File: src/rtl/ram_master_pkg.sv
// Shared definitions for the ram_master burst controller.
//   AW_DEF / DW_DEF : default address and data widths
//   state_t         : controller state encoding
package ram_master_pkg;

  localparam int AW_DEF = 8;
  localparam int DW_DEF = 8;

  typedef enum logic [2:0] {
    IDLE    = 3'd0,
    WAIT_W  = 3'd1,
    SET_W   = 3'd2,
    PULSO_W = 3'd3,
    HOLD_W  = 3'd4,
    SET_R   = 3'd5,
    CAPT_R  = 3'd6
  } state_t;

endpackage

File: src/rtl/ram_master.sv
// Burst master for a simple asynchronous-read RAM with a level-sensitive
// write enable. A host command starts a 1..16 beat read or write burst at
// an arbitrary start address; addresses wrap modulo 2^AW.
//
// Ports
//   clk, rst_n          clock, asynchronous active-low reset
//   cmd_valid/ready     command handshake (ready only in IDLE)
//   cmd_we/dir/len      burst direction, start address, length minus one
//   wdata_valid/ready   write-data handshake (ready only in WAIT_W)
//   wdata               write-data beat
//   rvalid, rdata       read beat pulse and held read data
//   done                one-cycle pulse on return to IDLE
//   direccion, Dato_E   registered RAM address and write data
//   EN                  registered RAM write enable
//   dato_s              RAM asynchronous read data
//
// state    | meaning
// ---------+---------------------------------------------------------
// IDLE     | waiting for a command, cmd_ready high
// WAIT_W   | waiting for a write-data beat, wdata_ready high
// SET_W    | address/data set up at the RAM, EN low
// PULSO_W  | the single EN-high cycle of a write beat
// HOLD_W   | EN low, address/data held, then next beat or IDLE
// SET_R    | read address presented, RAM output settling
// CAPT_R   | dato_s captured into rdata at the end of the cycle
module ram_master
  import ram_master_pkg::*;
#(
  parameter int AW = AW_DEF,
  parameter int DW = DW_DEF
) (
  input  logic          clk,
  input  logic          rst_n,
  input  logic          cmd_valid,
  output logic          cmd_ready,
  input  logic          cmd_we,
  input  logic [AW-1:0] cmd_dir,
  input  logic [3:0]    cmd_len,
  input  logic          wdata_valid,
  output logic          wdata_ready,
  input  logic [DW-1:0] wdata,
  output logic          rvalid,
  output logic [DW-1:0] rdata,
  output logic          done,
  output logic [AW-1:0] direccion,
  output logic [DW-1:0] Dato_E,
  output logic          EN,
  input  logic [DW-1:0] dato_s
);

  state_t        state;
  state_t        state_nxt;
  logic [AW-1:0] addr;
  logic [3:0]    cnt;
  logic          accept;
  logic          wr_hs;
  logic          beat_end;
  logic          last_beat;

  // cmd_ready is a flop that stays low until the first edge after reset,
  // so acceptance is gated by it rather than by the state alone.
  assign accept    = (state == IDLE) && cmd_valid && cmd_ready;
  assign wr_hs     = (state == WAIT_W) && wdata_valid && wdata_ready;
  assign beat_end  = (state == HOLD_W) || (state == CAPT_R);
  assign last_beat = (cnt == 4'd0);

  always_ff @(posedge clk or negedge rst_n) begin
    if (!rst_n) begin
      state <= IDLE;
    end else begin
      state <= state_nxt;
    end
  end

  always_comb begin
    state_nxt = state;
    case (state)
      IDLE: begin
        if (accept) begin
          state_nxt = cmd_we ? WAIT_W : SET_R;
        end
      end
      WAIT_W: begin
        if (wr_hs) begin
          state_nxt = SET_W;
        end
      end
      SET_W:   state_nxt = PULSO_W;
      PULSO_W: state_nxt = HOLD_W;
      HOLD_W:  state_nxt = last_beat ? IDLE : WAIT_W;
      SET_R:   state_nxt = CAPT_R;
      CAPT_R:  state_nxt = last_beat ? IDLE : SET_R;
      default: state_nxt = IDLE;
    endcase
  end

  // Handshake readies and EN are registered from the next state so they are
  // glitch-free flop outputs that line up exactly with the state they mark.
  always_ff @(posedge clk or negedge rst_n) begin
    if (!rst_n) begin
      cmd_ready   <= 1'b0;
      wdata_ready <= 1'b0;
      EN          <= 1'b0;
      rvalid      <= 1'b0;
      done        <= 1'b0;
      rdata       <= '0;
      direccion   <= '0;
      Dato_E      <= '0;
      addr        <= '0;
      cnt         <= '0;
    end else begin
      cmd_ready   <= (state_nxt == IDLE);
      wdata_ready <= (state_nxt == WAIT_W);
      EN          <= (state_nxt == PULSO_W);
      rvalid      <= 1'b0;
      done        <= 1'b0;

      if (accept) begin
        addr <= cmd_dir;
        cnt  <= cmd_len;
        if (!cmd_we) begin
          direccion <= cmd_dir;
        end
      end

      if (wr_hs) begin
        Dato_E    <= wdata;
        direccion <= addr;
      end

      if (state == CAPT_R) begin
        rdata  <= dato_s;
        rvalid <= 1'b1;
      end

      if (beat_end) begin
        if (last_beat) begin
          done <= 1'b1;
        end else begin
          cnt  <= cnt - 4'd1;
          addr <= addr + AW'(1);
          // Reads present the next address straight away; writes pick it
          // up at the next wdata handshake.
          if (state == CAPT_R) begin
            direccion <= addr + AW'(1);
          end
        end
      end
    end
  end

endmodule
File: config.mk
export PLATFORM = sky130hd
export DESIGN_NAME = ram_master
export DESIGN_NICKNAME = d
export VERILOG_FILES = /design/src/rtl/ram_master_pkg.sv /design/src/rtl/ram_master.sv
export SDC_FILE = /design/constraint.sdc
export NUM_CORES = 1
export LEC_CHECK = 0
export ABC_CLOCK_PERIOD_IN_PS = 2300
export BUFFER_PORTS_ARGS = -buffer_cell sky130_fd_sc_hd__buf_2
export CAP_MARGIN = 10
export CORE_UTILIZATION = 52
export DETAILED_ROUTE_END_ITERATION = 7
export PLACE_DENSITY = 0.85
export SLEW_MARGIN = 20
export SYNTH_ARGS = -nofsm -noshare
export SYNTH_HDL_FRONTEND = slang
export SYNTH_SLANG_ARGS = --single-unit
File: constraint.sdc
create_clock -name clk -period 2.3 [get_ports clk]
set_clock_uncertainty 0.2 [all_clocks]
set_input_delay 0.69 -clock clk [delete_from_list [all_inputs] [get_ports clk]]
set_output_delay 0.69 -clock clk [all_outputs]
set_load 0.1 [all_outputs]
==> flow_summary_export.csv, run 1 <==
group,metric,value,unit
floorplanning,die_height,68.0,um
layout,area_growth_syn_to_layout,20.2,%
synth,summed_instance_area_of_the_synthesized_netlist,2260,um^2
clock_tree,cts_tree,"built",
grt,grt_overflow_total,0,
floorplanning,row_count,23,
setup_path,timing.setup.critical_path_class,"flop to flop",
layout,antenna_cells_inserted,0,
setup_path,endpoint_kind,"flop",
routing,detail_route.first_pass.iterations,4,
status,status,"finished, final reports clean",
timing,timing.final.max_slew_violations,0,
placement,buffer_ports.inserted,61,
placement,gpl.final_weighted_congestion,0.836,
grt,pin_count_of_the_biggest_net_entering_global_routing,27,
timing,fin_crit_sh,0.968,
placement,placed_cells_incl_taps,330,
synth,syn_avg_cell_area,10.0,um^2
worst_hold_path,min_path_type,"input port to async pin",
clock_tree,cts_root_buffer,"sky130_fd_sc_hd__clkbuf_8",
floorplanning,area_of_the_die,4620,um^2
setup_path,worst-path-max-fanout,10,
routing,post_drt_wl_per_cell,15.5,um
timing,worst_slew_margin_rel,0.474,
synth,synthDistinctLibCells,53,
layout,nFillCells,332,
synth,asyncSetResetFlopFracSynth,1.00,
grt,grt_overall_usage,0.244,
clock_tree,clkSlewWorstSetupHoldPaths,0.08,ns
flow_run,max_cap_viol,0,
synth,yosys_warnings,0,
clock_tree,cts_made_buffers,5,
timing,setup_violations,0,
timing,finalCriticalPeriod,2.23,ns
timing,tightest_slew,0.786,ns
layout,layout_common_cells,"61 x sky130_fd_sc_hd__buf_2, 43 x sky130_fd_sc_hd__dfrtp_1, 37 x sky130_fd_sc_hd__nand2_1",
floorplanning,core-area,4090,um^2
grt,antenna_found_initial,0,
setup_path,cp.arrival,2.22,ns
synth,synth_edf_count,0,
synth,netlist_instances,226,
routing,detail_route.vias_per_cell,5.84,
clock_tree,cts_buffer_depth,2,
layout,proportion_of_layout_cells_with_a_drive_suffix_above_1,0.348,
synth,ys.flop_type,"sky130_fd_sc_hd__dfrtp_1",
clock_tree,htree_levels,2,
timing,max_freq,449,MHz
grt,grt_pass1_vias,1823,
setup_path,required,2.29,ns
routing,initialDrtViolationCount,135,
floorplanning,boundaryPins,62,
routing,drc,0,
clock_tree,clock_insertion_delay_worst_skew,0.30,ns
layout,final_nets,324,
synth,synth.net_count,261,
timing,fin_hold_viols,0,
setup_path,regToRegSetupSlack,0.07,ns
floorplanning,initial_utilization,0.554,
synth,synth_sequential_area_ratio,0.486,
layout,final_common_cell,"sky130_fd_sc_hd__buf_2",
layout,layoutNonFillerInstCount,340,
clock_tree,clkSinkCount,44,
placement,place.detailed.hpwl,3850,um
floorplanning,die_span_in_x,68.0,um
synth,yosys_reg_bits,44,
routing,num_vias,1984,
routing,wl,5270,um
routing,ant_nets,0,
clock_tree,post_cts_resized,0,
grt,grt_first_pass_wirelength,8290,um
setup_path,setup.worst_path.start_class,"flop",
==> state kept, by name, summed over array words and instances, names as in the netlist <==
name         flops
rdata            8
direccion        8
state            3
cmd_ready        1
EN               1
done             1
wdata_ready      1
Dato_E           8
rvalid           1
cnt              4
addr             8
==> layout make-up <==
| type | instances | area (um^2) | area share |
|---|---|---|---|
| clock buffer | 6 | 82.6 | 0.0303 |
| timing repair buffer | 69 | 378 | 0.139 |
| tap | 50 | 62.6 | 0.0230 |
| sequential | 44 | 1100 | 0.405 |
| inverter | 4 | 15.0 | 0.00551 |
| clock inverter | 2 | 15.0 | 0.00551 |
| multi-input combinational | 165 | 1070 | 0.392 |
==> cell usage after synthesis, types with 2 or more instances <==
cell type | number | area [um^2]
sky130_fd_sc_hd__buf_2 | 5 | 25.0
sky130_fd_sc_hd__and2_1 | 4 | 25.0
sky130_fd_sc_hd__a211oi_1 | 4 | 30.0
sky130_fd_sc_hd__nor3_1 | 3 | 15.0
sky130_fd_sc_hd__mux2_2 | 8 | 90.1
sky130_fd_sc_hd__ha_1 | 2 | 25.0
sky130_fd_sc_hd__nand2b_1 | 3 | 18.8
sky130_fd_sc_hd__dfrtp_1 | 44 | 1100
sky130_fd_sc_hd__a31oi_1 | 2 | 12.5
sky130_fd_sc_hd__o22a_1 | 2 | 17.5
sky130_fd_sc_hd__inv_1 | 4 | 15.0
sky130_fd_sc_hd__o221a_2 | 4 | 45.0
sky130_fd_sc_hd__buf_6 | 3 | 33.8
sky130_fd_sc_hd__a21oi_1 | 14 | 70.1
sky130_fd_sc_hd__nand4_1 | 2 | 12.5
sky130_fd_sc_hd__nand2_1 | 37 | 139
sky130_fd_sc_hd__and3_1 | 5 | 31.3
sky130_fd_sc_hd__mux2i_1 | 4 | 40.0
sky130_fd_sc_hd__clkbuf_1 | 2 | 7.51
sky130_fd_sc_hd__o21a_1 | 3 | 22.5
sky130_fd_sc_hd__o211ai_1 | 2 | 15.0
sky130_fd_sc_hd__buf_1 | 2 | 7.51
sky130_fd_sc_hd__or2_2 | 2 | 12.5
sky130_fd_sc_hd__o22ai_1 | 3 | 18.8
sky130_fd_sc_hd__a221o_1 | 3 | 30.0
sky130_fd_sc_hd__nand3_1 | 15 | 75.1
sky130_fd_sc_hd__o21ai_0 | 8 | 40.0
sky130_fd_sc_hd__nor2_1 | 10 | 37.5
sky130_fd_sc_hd__nor2b_1 | 2 | 12.5
==> per-stage QoR <==
step	area, um^2	util	setup slack [ns]	hold WS, ns	setup TNS (ns)
finish	2720	0.666	0.0733	0.134	0
CTS	2710	0.663	0.0652	0.151	0
global placement	2610	0.639	0.137	0.254	0
detailed placement	2610	0.639	0.0821	0.257	0
floorplan	2270	-	0.190	0.194	0
global route	2720	0.666	-0.000457	0.171	-0.000457
==> worst max-delay path, cell delays in order (launching register included) <==
cell	delay (ns)
sky130_fd_sc_hd__dfrtp_1	0.41
sky130_fd_sc_hd__inv_1	0.07
sky130_fd_sc_hd__ha_1	0.18
sky130_fd_sc_hd__or3b_1	0.53
sky130_fd_sc_hd__a22oi_4	0.37
sky130_fd_sc_hd__o21ai_1	0.18
sky130_fd_sc_hd__and2_1	0.18
==> layer usage <==
layer / vias up / GRT usage / wire length, um
met2: 91 / 0.362 / 2510
met1: 936 / 0.342 / 2260
met3: 15 / 0.0333 / 382
met5: - / 0 / 0
li1: 942 / - / -
met4: 0 / 0.135 / 124
==> repair_timing <==
item                       in CTS  in global routing
setup buffers                   0                  2
hold endpoints to repair        0                  0
setup endpoints to repair       0                  3
hold buffers                    0                  0
==> worst paths after layout <==
kind	depth (start not counted)	start	end
min reg2reg	2	Dato_E[1]	Dato_E[1]
max in group asynchronous	2	rst_n	Dato_E[7]
max reg2reg	6	cnt[0]	wdata_ready
min	1	rst_n	cnt[0]
min in group clk	2	Dato_E[1]	Dato_E[1]
max	6	cnt[0]	wdata_ready
==> cell families (layout without fill, tap and decap cells) <==
kind of cell,count (synthesis),count (layout),share of synthesized area
multiplexers,12,12,0.0575
AND/OR/NAND/NOR,95,95,0.220
adder cells (fa/ha/maj),2,2,0.0110
flip-flops,44,44,0.486
AO/OA/AOI/OAI,56,56,0.182
buffers and inverters,17,81,0.0425
Power of run 1 is not shown: default switching activity piles up to over one toggle a cycle in this logic, so the estimate is an artifact.
==> run 2: changes to the inputs <==
--- a/config.mk
+++ b/config.mk
@@ -11,6 +11,7 @@
 export CORE_UTILIZATION = 52
 export DETAILED_ROUTE_END_ITERATION = 7
 export PLACE_DENSITY = 0.85
+export RECOVER_POWER = 50
 export SLEW_MARGIN = 20
 export SYNTH_ARGS = -nofsm -noshare
 export SYNTH_HDL_FRONTEND = slang
==> run 2 against run 1 <==
Effect of this change:
- worst hold slack better by 0.14 ns
- critical path depth unchanged
- via count is 1.5% lower
- core utilization down 0.58 points
- global-route usage stayed put
- fmax shrank 0.39%
- register-to-register slack about the same
- critical path type unchanged
==> flow_summary_export.csv, run 2 (synthesis results as in run 1) <==
group,metric,value,unit
status,status,"finished, final reports clean",
clock_tree,cts_tree,"built",
routing,ant_nets,0,
layout,layout.area.seq,1100,um^2
floorplanning,core-area,4090,um^2
layout,nFillCells,336,
routing,wl,5240,um
timing,timing.final.max_slew_violations,0,
floorplanning,die_span_in_x,68.0,um
grt,grt_first_pass_wirelength,8290,um
floorplanning,row_count,23,
setup_path,setup.worst_path.start_class,"flop",
placement,place.detailed.hpwl,3850,um
clock_tree,clkSlewWorstSetupHoldPaths,0.08,ns
floorplanning,boundaryPins,62,
setup_path,cp.arrival,2.22,ns
setup_path,worst-path-max-fanout,10,
clock_tree,post_cts_resized,0,
setup_path,required,2.29,ns
routing,detail_route.first_pass.iterations,4,
routing,drc,0,
layout,layout_common_cells,"60 x sky130_fd_sc_hd__buf_2, 43 x sky130_fd_sc_hd__dfrtp_1, 37 x sky130_fd_sc_hd__nand2_1",
floorplanning,area_of_the_die,4620,um^2
clock_tree,cts_buffer_depth,2,
grt,pin_count_of_the_biggest_net_entering_global_routing,27,
timing,tightest_slew,1.05,ns
clock_tree,cts_made_buffers,5,
layout,final_common_cell,"sky130_fd_sc_hd__buf_2",
timing,finalCriticalPeriod,2.24,ns
setup_path,critical_path_cell_by_cell,"inv_1 > ha_1 > or3b_1 > a22oi_4 > o21ai_1 > and2_1",
timing,hold-worst-slack,0.276,ns
floorplanning,initial_utilization,0.554,
grt,grt_overflow_total,0,
routing,detail_route.vias_per_cell,5.75,
setup_path,endpoint_kind,"flop",
layout,final_nets,324,
worst_hold_path,min_path_type,"flop to flop",
layout,proportion_of_layout_cells_with_a_drive_suffix_above_1,0.338,
setup_path,timing.setup.critical_path_class,"flop to flop",
grt,grt_pass1_vias,1823,
timing,fin_crit_sh,0.972,
clock_tree,clkSinkCount,44,
flow_run,max_cap_viol,0,
routing,initialDrtViolationCount,139,
layout,area_growth_syn_to_layout,19.2,%
grt,antenna_found_initial,0,
routing,num_vias,1954,
layout,multi_input_comb_area,1070,um^2
setup_path,crit_path_max_incr_delay,0.53,ns
clock_tree,htree_levels,2,
clock_tree,clock_insertion_delay_worst_skew,0.30,ns
placement,buffer_ports.inserted,61,
routing,post_drt_wl_per_cell,15.4,um
timing,worst_slew_margin_rel,0.301,
grt,grt_overall_usage,0.244,
clock_tree,cts_root_buffer,"sky130_fd_sc_hd__clkbuf_8",
floorplanning,die_height,68.0,um
setup_path,critical-path-slowest-cell,"sky130_fd_sc_hd__or3b_1",
timing,max_freq,447,MHz
layout,antenna_cells_inserted,0,
placement,gpl.final_weighted_congestion,0.836,
timing,fin_hold_viols,0,
timing,setup_violations,0,
## run 2: per-layer routing
layer | GRT usage | up-vias | share of wire
li1 | - | 944 | -
met1 | 0.342 | 921 | 0.43
met2 | 0.362 | 76 | 0.48
met3 | 0.0333 | 13 | 0.069
met4 | 0.135 | 0 | 0.020
met5 | 0 | - | 0
## run 2: path summary, 6_finish.rpt
kind                       startpoint           to  slack [ns]  cells past startpoint
setup / recovery               cnt[0]  wdata_ready        0.06                      6
hold / removal              Dato_E[1]    Dato_E[1]        0.28                      2
setup reg to reg               cnt[0]  wdata_ready        0.06                      6
hold reg to reg             Dato_E[1]    Dato_E[1]        0.28                      2
max in group asynchronous       rst_n    Dato_E[7]        0.38                      2
min in group asynchronous       rst_n  wdata_ready        0.35                      1
## run 2: area by class of cell
| cell class | count | share of cell area |
|---|---|---|
| clock buffers | 6 | 0.0306 |
| inverters | 4 | 0.00556 |
| flip-flops and latches | 44 | 0.408 |
| repair buffers | 69 | 0.131 |
| clock inverters | 2 | 0.00556 |
| multi-input cells | 165 | 0.395 |
| well taps | 50 | 0.0232 |
## run 2: through the flow
stage / util / TNS, ns / worst slack [ns] / std cells / cell area, um^2
final: 0.660 / 0 / 0.0647 / 340 / 2700
after global routing: 0.660 / -0.000457 / -0.000457 / 340 / 2700
after CTS: 0.663 / 0 / 0.0652 / 338 / 2710
after detailed placement: 0.639 / 0 / 0.0821 / 330 / 2610
after global placement: 0.639 / 0 / 0.137 / 330 / 2610
after floorplan: - / 0 / 0.190 / 226 / 2270
## run 2: worst max-delay path, delay by kind of cell (launching register included)
family	cells	cell delay, ns
buffers and inverters	1	0.07
AND/OR/NAND/NOR	2	0.71
flip-flops	1	0.41
AO/OA/AOI/OAI	2	0.55
adder cells (fa/ha/maj)	1	0.19
## run 2: repair_timing
action | CTS | global route
setup endpoints to repair | 0 | 3
setup buffers | 0 | 2
hold buffers | 0 | 0
Power of run 2 is left out for the same reason.
==> run 3: changes to the inputs <==
--- a/config.mk
+++ b/config.mk
@@ -6,11 +6,11 @@
 export NUM_CORES = 1
 export LEC_CHECK = 0
 export ABC_CLOCK_PERIOD_IN_PS = 2300
-export BUFFER_PORTS_ARGS = -buffer_cell sky130_fd_sc_hd__buf_2
 export CAP_MARGIN = 10
-export CORE_UTILIZATION = 52
+export CORE_UTILIZATION = 54
 export DETAILED_ROUTE_END_ITERATION = 7
-export PLACE_DENSITY = 0.85
+export DONT_BUFFER_PORTS = 1
+export PLACE_DENSITY = 0.75
 export RECOVER_POWER = 50
 export SLEW_MARGIN = 20
 export SYNTH_ARGS = -nofsm -noshare
==> run 3 against run 2 <==
Effect of this change:
- count of clock-buffer cells in the layout is 1 higher
- critical path depth is 6 lower
- worst hold slack better by 0.026 ns
- die area shrank 3.6%
- via count is 6.7% lower
==> flow_summary_export.csv, run 3 (synthesis results as in run 1) <==
group,metric,value,unit
status,status,"finished, final reports clean",
timing,max_freq,470,MHz
routing,ant_nets,0,
layout,proportion_of_layout_cells_with_a_drive_suffix_above_1,0.248,
clock_tree,cts_root_buffer,"sky130_fd_sc_hd__clkbuf_8",
worst_hold_path,worst_hold_path.endpoint,"Dato_E[7]",
timing,setup_violations,0,
routing,wl,5150,um
layout,layout_common_cells,"43 x sky130_fd_sc_hd__dfrtp_1, 37 x sky130_fd_sc_hd__nand2_1, 16 x sky130_fd_sc_hd__buf_4",
grt,grt_util_met1,0.352,
floorplanning,row_count,23,
setup_path,worst-path-max-fanout,2,
floorplanning,die_span_in_x,66.8,um
grt,globalRoute.busiestLayer,"met2",
worst_hold_path,min_path_type,"input port to flop",
grt,groute.layer.met3.usage,0.0651,
routing,detail_route.first_pass.iterations,4,
layout,final_area,2570,um^2
placement,place.detailed.hpwl,3570,um
setup_path,endpoint_kind,"output pin",
grt,grt_overall_usage,0.258,
layout,multi_input_comb_area,1080,um^2
layout,antenna_cells_inserted,0,
timing,finalCriticalPeriod,2.13,ns
routing,initialDrtViolationCount,238,
timing,fin_tns_setup,0,ns
layout,nFillCells,319,
floorplanning,die_height,66.8,um
layout,final_common_cell,"sky130_fd_sc_hd__dfrtp_1",
placement,post_dp_cell_area,2450,um^2
layout,layout.area.seq,1100,um^2
grt,grt_overflow_total,0,
setup_path,ff2ff_path_depth,6,
clock_tree,clkSinkCount,44,
setup_path,timing.setup.critical_path_class,"flop to output pin",
routing,detail_route.vias_per_cell,6.08,
timing,timing.final.max_slew_violations,0,
setup_path,critical_path_depth,0,
clock_tree,clock_insertion_delay_worst_skew,0.30,ns
floorplanning,core-area,4000,um^2
grt,pin_count_of_the_biggest_net_entering_global_routing,45,
layout,area_growth_syn_to_layout,13.5,%
worst_hold_path,timing.hold.worst_path_depth,2,
setup_path,setup.worst_path.start_class,"flop",
placement,buffer_ports.inserted,0,
setup_path,cp.arrival,1.24,ns
timing,fin_hold_viols,0,
setup_path,r2r-end,"addr[6]",
timing,worst_slew_margin_rel,0.287,
setup_path,regToRegSetupSlack,0.22,ns
worst_hold_path,hold_path_startpoint,"wdata[7]",
clock_tree,cts_made_buffers,5,
routing,drc,0,
routing,post_drt_wl_per_cell,17.2,um
grt,antenna_found_initial,0,
layout,final_nets,284,
setup_path,required,1.41,ns
grt,global_route.usage.met2,0.399,
clock_tree,htree_levels,2,
clock_tree,cts_buffer_depth,2,
clock_tree,cts_tree,"built",
timing,rsz0062_at_grt,"false",
grt,grt_pass1_vias,1763,
routing,num_vias,1824,
timing,tightest_slew,1.07,ns
grt,grt_first_pass_wirelength,8400,um
timing,fin_crit_sh,0.925,
floorplanning,boundaryPins,62,
placement,gpl.final_weighted_congestion,0.873,
setup_path,regToRegStartpoint,"cnt[0]",
flow_run,max_cap_viol,0,
floorplanning,area_of_the_die,4460,um^2
clock_tree,clkSlewWorstSetupHoldPaths,0.08,ns
floorplanning,initial_utilization,0.566,
==> run 3: cell types whose count changed in the layout (fill, tap and decap cells not counted), sizes merged <==
cell | before | now
bufinv | 0 | 1
clkinvlp | 2 | 0
buf | 65 | 16
clkbuf | 10 | 19
a22oi | 3 | 4
==> run 3: worst max-delay path by stage <==
| stage | startpoint | endpoint | slack (ns) |
|---|---|---|---|
| 2_1_floorplan | wdata_ready | direccion[5] | 0.19 |
| 3_3_place_gp | cnt[0] | addr[4] | 0.11 |
| 3_5_place_dp | cnt[0] | addr[3] | 0.04 |
| 4_1_cts | cnt[0] | addr[3] | 0.03 |
| 5_1_grt | cnt[0] | addr[6] | 0.09 |
| 6_report | rdata[2] | rdata[2] | 0.17 |
==> run 3: stage by stage <==
stage | std cells | hold WS [ns] | utilization | setup WS [ns]
global route | 300 | 0.305 | 0.642 | 0.0872
finish | 300 | 0.302 | 0.642 | 0.172
detailed placement | 290 | 0.196 | 0.612 | 0.0436
global placement | 290 | 0.196 | 0.612 | 0.109
CTS | 299 | 0.0374 | 0.651 | 0.0326
floorplan | 226 | 0.194 | - | 0.190
==> run 3: timing repair <==
item | 4_1_cts | 5_1_grt
hold endpoints to repair | 44 | 0
setup buffers | 0 | 0
hold buffers | 1 | 0
gates resized for setup | 0 | 2
endpoints found under the setup margin | 0 | 11
==> run 3: cell type report <==
class	count	share of cell area
Multi-Input combinational cell	166	0.422
Inverter	4	0.00584
Tap cell	50	0.0243
Clock buffer	7	0.0375
Sequential cell	44	0.429
Clock inverter	1	0.0117
Timing Repair Buffer	28	0.0696
==> run 3: metal layers <==
metal | part of all wire | routed length [um]
met1 | 0.43 | 2190
met2 | 0.45 | 2340
met3 | 0.097 | 500
met4 | 0.022 | 114
met5 | 0 | 0
Power of run 3 is left out for the same reason.
